--- config.mk ---
export PLATFORM = sky130hd
export DESIGN_NAME = uart_baud_controller
export DESIGN_NICKNAME = d
export VERILOG_FILES = /design/src/rtl/uart_baud_controller.sv
export SDC_FILE = /design/constraint.sdc
export NUM_CORES = 1
export LEC_CHECK = 0
export CORE_MARGIN = 8
export CORE_UTILIZATION = 34
export DETAILED_ROUTE_END_ITERATION = 7
export PLACE_DENSITY = 0.66
export SLEW_MARGIN = 20
export SYNTH_ARGS = -nofsm -noshare
export SYNTH_HDL_FRONTEND = slang
export SYNTH_SLANG_ARGS = --single-unit
export TNS_END_PERCENT = 5
--- constraint.sdc ---
create_clock -name clk -period 2.83 [get_ports clk]
set_clock_uncertainty 0.2 [all_clocks]
set_input_delay 0.283 -clock clk [delete_from_list [all_inputs] [get_ports clk]]
set_output_delay 0.283 -clock clk [all_outputs]
set_load 0.005 [all_outputs]
--- src/rtl/uart_baud_controller.sv ---
// Baud timing controller for the APB UART.
// Holds the active clock divisor and produces the oversample, TX bit and RX
// mid-bit tick streams. A divisor written while running is parked and swapped
// in on the next TX bit boundary, so a character never sees a divisor change
// in the middle of a bit.
module uart_baud_controller #(
  parameter int DIV_WIDTH   = 16,
  parameter int OSR         = 16,
  parameter int DEFAULT_DIV = 27
) (
  input  logic                 clk,
  input  logic                 rst_n,
  input  logic                 en,
  input  logic                 cfg_wr,
  input  logic [DIV_WIDTH-1:0] cfg_div,
  output logic                 cfg_ack,
  output logic [DIV_WIDTH-1:0] div_active,
  input  logic                 rx_restart,
  output logic                 os_tick,
  output logic                 tx_tick,
  output logic                 rx_sample_tick,
  output logic                 pending
);

  localparam int PH_W = $clog2(OSR);
  localparam logic [PH_W-1:0]      PH_LAST = PH_W'(OSR - 1);
  // rx_ph value one os_tick before it reaches OSR/2-1 (mid-bit).
  localparam logic [PH_W-1:0]      RX_PRE  = PH_W'(OSR / 2 - 2);
  localparam logic [DIV_WIDTH-1:0] MIN_DIV = DIV_WIDTH'(2);
  localparam logic [DIV_WIDTH-1:0] RST_DIV = DIV_WIDTH'(DEFAULT_DIV);

  typedef enum logic [1:0] {
    S_DISABLED = 2'd0,
    S_RUN      = 2'd1,
    S_PENDING  = 2'd2
  } state_e;

  state_e               state_q, state_d;
  logic [DIV_WIDTH-1:0] pre_cnt_q, pre_cnt_d;
  logic [PH_W-1:0]      tx_ph_q, tx_ph_d;
  logic [PH_W-1:0]      rx_ph_q, rx_ph_d;
  logic [DIV_WIDTH-1:0] div_q, div_d;
  logic [DIV_WIDTH-1:0] pend_div_q, pend_div_d;
  logic                 pending_q, pending_d;
  logic                 os_q, os_d;
  logic                 tx_q, tx_d;
  logic                 rx_q, rx_d;
  logic                 ack_q, ack_d;

  logic                 active;
  logic                 os_ev;
  logic                 tx_ev;
  logic [DIV_WIDTH-1:0] div_clamped;

  // Counters only run while enabled in RUN/PENDING; dropping en clears them
  // at the same edge the FSM leaves for DISABLED.
  assign active      = (state_q != S_DISABLED) && en;
  assign os_ev       = active && (pre_cnt_q == (div_q - DIV_WIDTH'(1)));
  assign tx_ev       = os_ev && (tx_ph_q == PH_LAST);
  assign div_clamped = (cfg_div < MIN_DIV) ? MIN_DIV : cfg_div;

  // Prescaler, TX/RX phase counters and the tick pulses they generate.
  always_comb begin
    pre_cnt_d = '0;
    tx_ph_d   = '0;
    rx_ph_d   = '0;
    os_d      = os_ev;
    tx_d      = tx_ev;
    // A restart landing on an os_tick wins: phase goes to 0, no sample.
    rx_d      = os_ev && !rx_restart && (rx_ph_q == RX_PRE);
    if (active) begin
      pre_cnt_d = os_ev ? '0 : pre_cnt_q + DIV_WIDTH'(1);
      tx_ph_d   = os_ev ? tx_ph_q + PH_W'(1) : tx_ph_q;
      if (rx_restart)
        rx_ph_d = '0;
      else
        rx_ph_d = os_ev ? rx_ph_q + PH_W'(1) : rx_ph_q;
    end
  end

  // Divisor sequencing FSM: direct load when idle, deferred load when running.
  always_comb begin
    state_d    = state_q;
    div_d      = div_q;
    pend_div_d = pend_div_q;
    pending_d  = pending_q;
    ack_d      = 1'b0;
    case (state_q)
      S_DISABLED: begin
        if (cfg_wr) begin
          div_d = div_clamped;
          ack_d = 1'b1;
        end
        if (en) state_d = S_RUN;
      end
      S_RUN: begin
        if (!en) begin
          state_d = S_DISABLED;
          if (cfg_wr) begin
            div_d = div_clamped;
            ack_d = 1'b1;
          end
        end else if (cfg_wr) begin
          pend_div_d = div_clamped;
          pending_d  = 1'b1;
          state_d    = S_PENDING;
        end
      end
      S_PENDING: begin
        if (!en) begin
          // Stopping: nothing left to protect, apply the newest value now.
          div_d     = cfg_wr ? div_clamped : pend_div_q;
          ack_d     = 1'b1;
          pending_d = 1'b0;
          state_d   = S_DISABLED;
        end else begin
          // The boundary tick itself was timed on the old divisor.
          if (tx_ev) begin
            div_d     = pend_div_q;
            ack_d     = 1'b1;
            pending_d = 1'b0;
            state_d   = S_RUN;
          end
          // A write on the boundary edge queues behind the one being applied.
          if (cfg_wr) begin
            pend_div_d = div_clamped;
            pending_d  = 1'b1;
            state_d    = S_PENDING;
          end
        end
      end
      default: begin
        state_d = S_DISABLED;
      end
    endcase
  end

  // State and output registers; reset drops any parked divisor unacked.
  always_ff @(posedge clk or negedge rst_n) begin
    if (!rst_n) begin
      state_q    <= S_DISABLED;
      pre_cnt_q  <= '0;
      tx_ph_q    <= '0;
      rx_ph_q    <= '0;
      div_q      <= RST_DIV;
      pend_div_q <= '0;
      pending_q  <= 1'b0;
      os_q       <= 1'b0;
      tx_q       <= 1'b0;
      rx_q       <= 1'b0;
      ack_q      <= 1'b0;
    end else begin
      state_q    <= state_d;
      pre_cnt_q  <= pre_cnt_d;
      tx_ph_q    <= tx_ph_d;
      rx_ph_q    <= rx_ph_d;
      div_q      <= div_d;
      pend_div_q <= pend_div_d;
      pending_q  <= pending_d;
      os_q       <= os_d;
      tx_q       <= tx_d;
      rx_q       <= rx_d;
      ack_q      <= ack_d;
    end
  end

  assign cfg_ack        = ack_q;
  assign div_active     = div_q;
  assign os_tick        = os_q;
  assign tx_tick        = tx_q;
  assign rx_sample_tick = rx_q;
  assign pending        = pending_q;

endmodule

==> impl_results.md <==
- Placed cell count: 580
- Period minus WS final: roughly 3 ns
- MaxCap Viol Count: 0
- Drt drc: 0
- Area grow syn2layout: 34.7%
- PD cells: 950 mW/mm²
- Vias/cell: ~5.1
- Pwr Total: 0.00480 W
- CTS tree: built
- Post-Synthesis Cells: 360
- Top cell type's share of synthesized area: approximately two fifths
- Synth area leaders: dfrtp_1, mux2_2, xnor2_1, nor2_1, xor2_1
- Fin util: 46.9%
- Flop2flop setup slack: -0.13 ns
- WP data arrival: about 3 ns
- Peak Freq: 338 MHz
- Mapped Area: around 0.0038 mm²
- IO Count: 42
- Share of layout cells above drive strength 1: 30.3%
- CP max stage cell: or4_4
- DRT antenna net count: 0
- Ys flop type: dfrtp_1
- Worst vdd ir: roughly 0.52 mV
- Core Area: between 0.01 and 0.015 mm²
- CP max FO: 14
- Syn avg cell area: between 10 and 15 µm²
- Pins Over Slew Limit: 0
- Largest area contributor in the netlist: dfrtp_1
- Post-synth EDFFs: 0
- RD Place Congestion: roughly 0.89
- N_diodes: 0
- Hold Crit Class: input port to asynchronous set/reset pin
- Final setup vio count: 22
- CTS root buffer: clkbuf_8
- CP Capture Point: div_active[2]
- Via count: slightly above 3,000
- RSZ-0062 raised after global routing: yes
- CTS clk-pin slew, worst paths: ~0.070 ns
- Router iterations before antenna repair: 4
- Initial Utilization: a little over a third
- Fin. Hold Viols: 0
- Drt wl/cell: roughly 15 µm
- Hpwl dp: 6860 µm
- Max clock buf depth: 2
- Violated checks: setup timing
- Clock buffer count from CTS: 9
- CP peak stage delay: roughly 0.59 ns
- Final WL: ~9200 µm
- First-pass GRT wire length: around 15,000 µm
- Count leader, synth: dfrtp_1
- GRT Util Overall: roughly an eighth
- Fill cells: just over 1,000
- Seq/Total Area, Yosys: between 40% and 50%
- R2R Path Start: div_active[3]
- I/O Buffers: approximately 40
- Static Leak: about 2.1 nW
- PnR worst setup slack: -0.132 ns
- Placed inst area: 0.00469 mm²
- Final worst-path cycle share: 105%
- Die H: ~120 µm
- YS warnings: 0
- Reg-to-reg endpoint: div_active[2]
- Vias in the first global route: between 3,000 and 4,000
- Worst-Margin Slew: 0.442 ns
- Design area: between 0.005 and 0.006 mm²
- Fin cells: between 500 and 600
- Net count after synthesis: 390
- Worst EP required: roughly 2.9 ns
- CTS sink cnt: 63
- Storage element area: about 0.0016 mm²
- GRT Residual Overflow: 0
- Area occupied by multi-input gates: 0.00212 mm²
- Worst Reg-to-Reg Cells: 8
- Ys async rst share: 100%
- Distinct cells, synth: 59
- Commonest cells in the netlist: dfrtp_1, nor2_1, mux2_2
- Critical Path Source: div_active[3]
- Worst-Skew Late Latency: ~0.34 ns
- Cell Chain, Critical Path: or4_4 > nor4_4 > o2111ai_2 > a2111oi_4 > nand4_4 > a31oi_4 > buf_12 > mux2_2
- Slew HR: between 70% and 80%
- Nets@finish: approximately 480
- H-tree levels: 3
- CP Class: flop to flop
- Largest net degree at the start of global routing: between 60 and 70
- Die W: between 100 and 150 µm
- DR iter-0 viols: 117
- Site Rows: 38
- Die ar.: 0.0147 mm²
- Initial antenna violation count: 0
- FF+latch count, synth: 63
- Crit end category: flop
- Outcome: complete, but fails checks
- Type of origin of the critical path: flop
metrics by stage:
step           worst slack, ns  hold WS (ns)  setup TNS, ns
2_1_floorplan           -0.245        -0.213          -3.11
3_3_place_gp            -0.109         0.124          -1.81
3_5_place_dp            -0.217         0.129          -4.25
4_1_cts                 -0.120         0.268          -1.51
5_1_grt                 -0.185         0.292          -3.94
6_report                -0.132         0.268          -1.80
state kept, by name, summed over array words and instances (netlist names), 2 cells and up:
signal      flops
rx_ph_q         4
state_q         2
tx_ph_q         4
div_active     16
pre_cnt_q      16
pend_div_q     16
final cells by class:
type / instances / share of cell area, %
clock buffers: 9 / 2.45
well taps: 140 / 3.46
inverters: 15 / 1.11
clock inverters: 7 / 2.40
flip-flops and latches: 63 / 31.3
multi-input cells: 267 / 41.9
repair buffers: 97 / 17.4
worst min path at each step:
stage	from	to	slack, ns
3_5_place_dp	rst_n	pre_cnt_q[11]	0.13
6_report	rst_n	pre_cnt_q[9]	0.27
5_1_grt	rx_ph_q[3]	rx_sample_tick	0.29
4_1_cts	rx_ph_q[3]	rx_sample_tick	0.27
3_3_place_gp	rst_n	pre_cnt_q[11]	0.12
2_1_floorplan	rst_n	cfg_ack	-0.21
layout by cell type, fill, tap and decap left out, types with 4 or more instances in the layout:
cell and count:
nand4_1 7, nor3_1 4, mux2i_1 7, nor2_1 33, nor4_1 7, dfrtp_1 59, dfstp_2 4, ha_1 8
buf_4 48, mux2_2 32, xor2_1 13, and3_1 8, or3_1 9, o21ai_1 4, clkdlybuf4s50_1 40, nand2_1 19
inv_1 14, xnor2_1 18, a21oi_1 9, buf_6 4, nand3_1 12, mux2_4 6, nand2b_1 4, o21ai_0 11
clkbuf_8 9
critical path, delay by kind of cell, from the launching register on:
| kind | cells | cell delay, ns |
|---|---|---|
| buffers and inverters | 1 | 0.17 |
| AND/OR/NAND/NOR | 3 | 0.99 |
| flip-flops | 1 | 0.37 |
| multiplexers | 1 | 0.34 |
| AO/OA/AOI/OAI | 3 | 0.76 |
power by group:
group	internal [W]	switching (W)	total [W]
clock network	0.000588	0.000372	0.000960
logic	0.00133	0.00113	0.00246
registers	0.00119	0.000192	0.00138
total	0.00311	0.00169	0.00480
cell families after synthesis:
| logic type | after synthesis | synth area share [%] |
|---|---|---|
| AO/OA/AOI/OAI | 57 | 11.5 |
| XOR/XNOR | 31 | 7.23 |
| adder cells (fa/ha/maj) | 9 | 3.00 |
| buffers and inverters | 30 | 3.87 |
| flip-flops | 63 | 42.1 |
| multiplexers | 46 | 14.1 |
| AND/OR/NAND/NOR | 124 | 18.2 |
timing repair:
action | in CTS | in global routing
pin swaps | 7 | 6
gates resized for setup | 14 | 11
hold buffers | 1 | 0
endpoints found under the setup margin | 42 | 42
cloned | 0 | 0
hold endpoints to repair | 59 | 0
buffers inserted | 0 | 1
per-layer routing:
| metal | track usage [%] | vias to the layer above | part of all wire [%] |
|---|---|---|---|
| met5 | 0 | - | 0 |
| met4 | 6.95 | 0 | 2.5 |
| met3 | 2.75 | 17 | 3.1 |
| met2 | 21.2 | 58 | 50 |
| met1 | 15.3 | 1490 | 45 |
| li1 | - | 1495 | - |
Power figures use the tool's default switching activity.
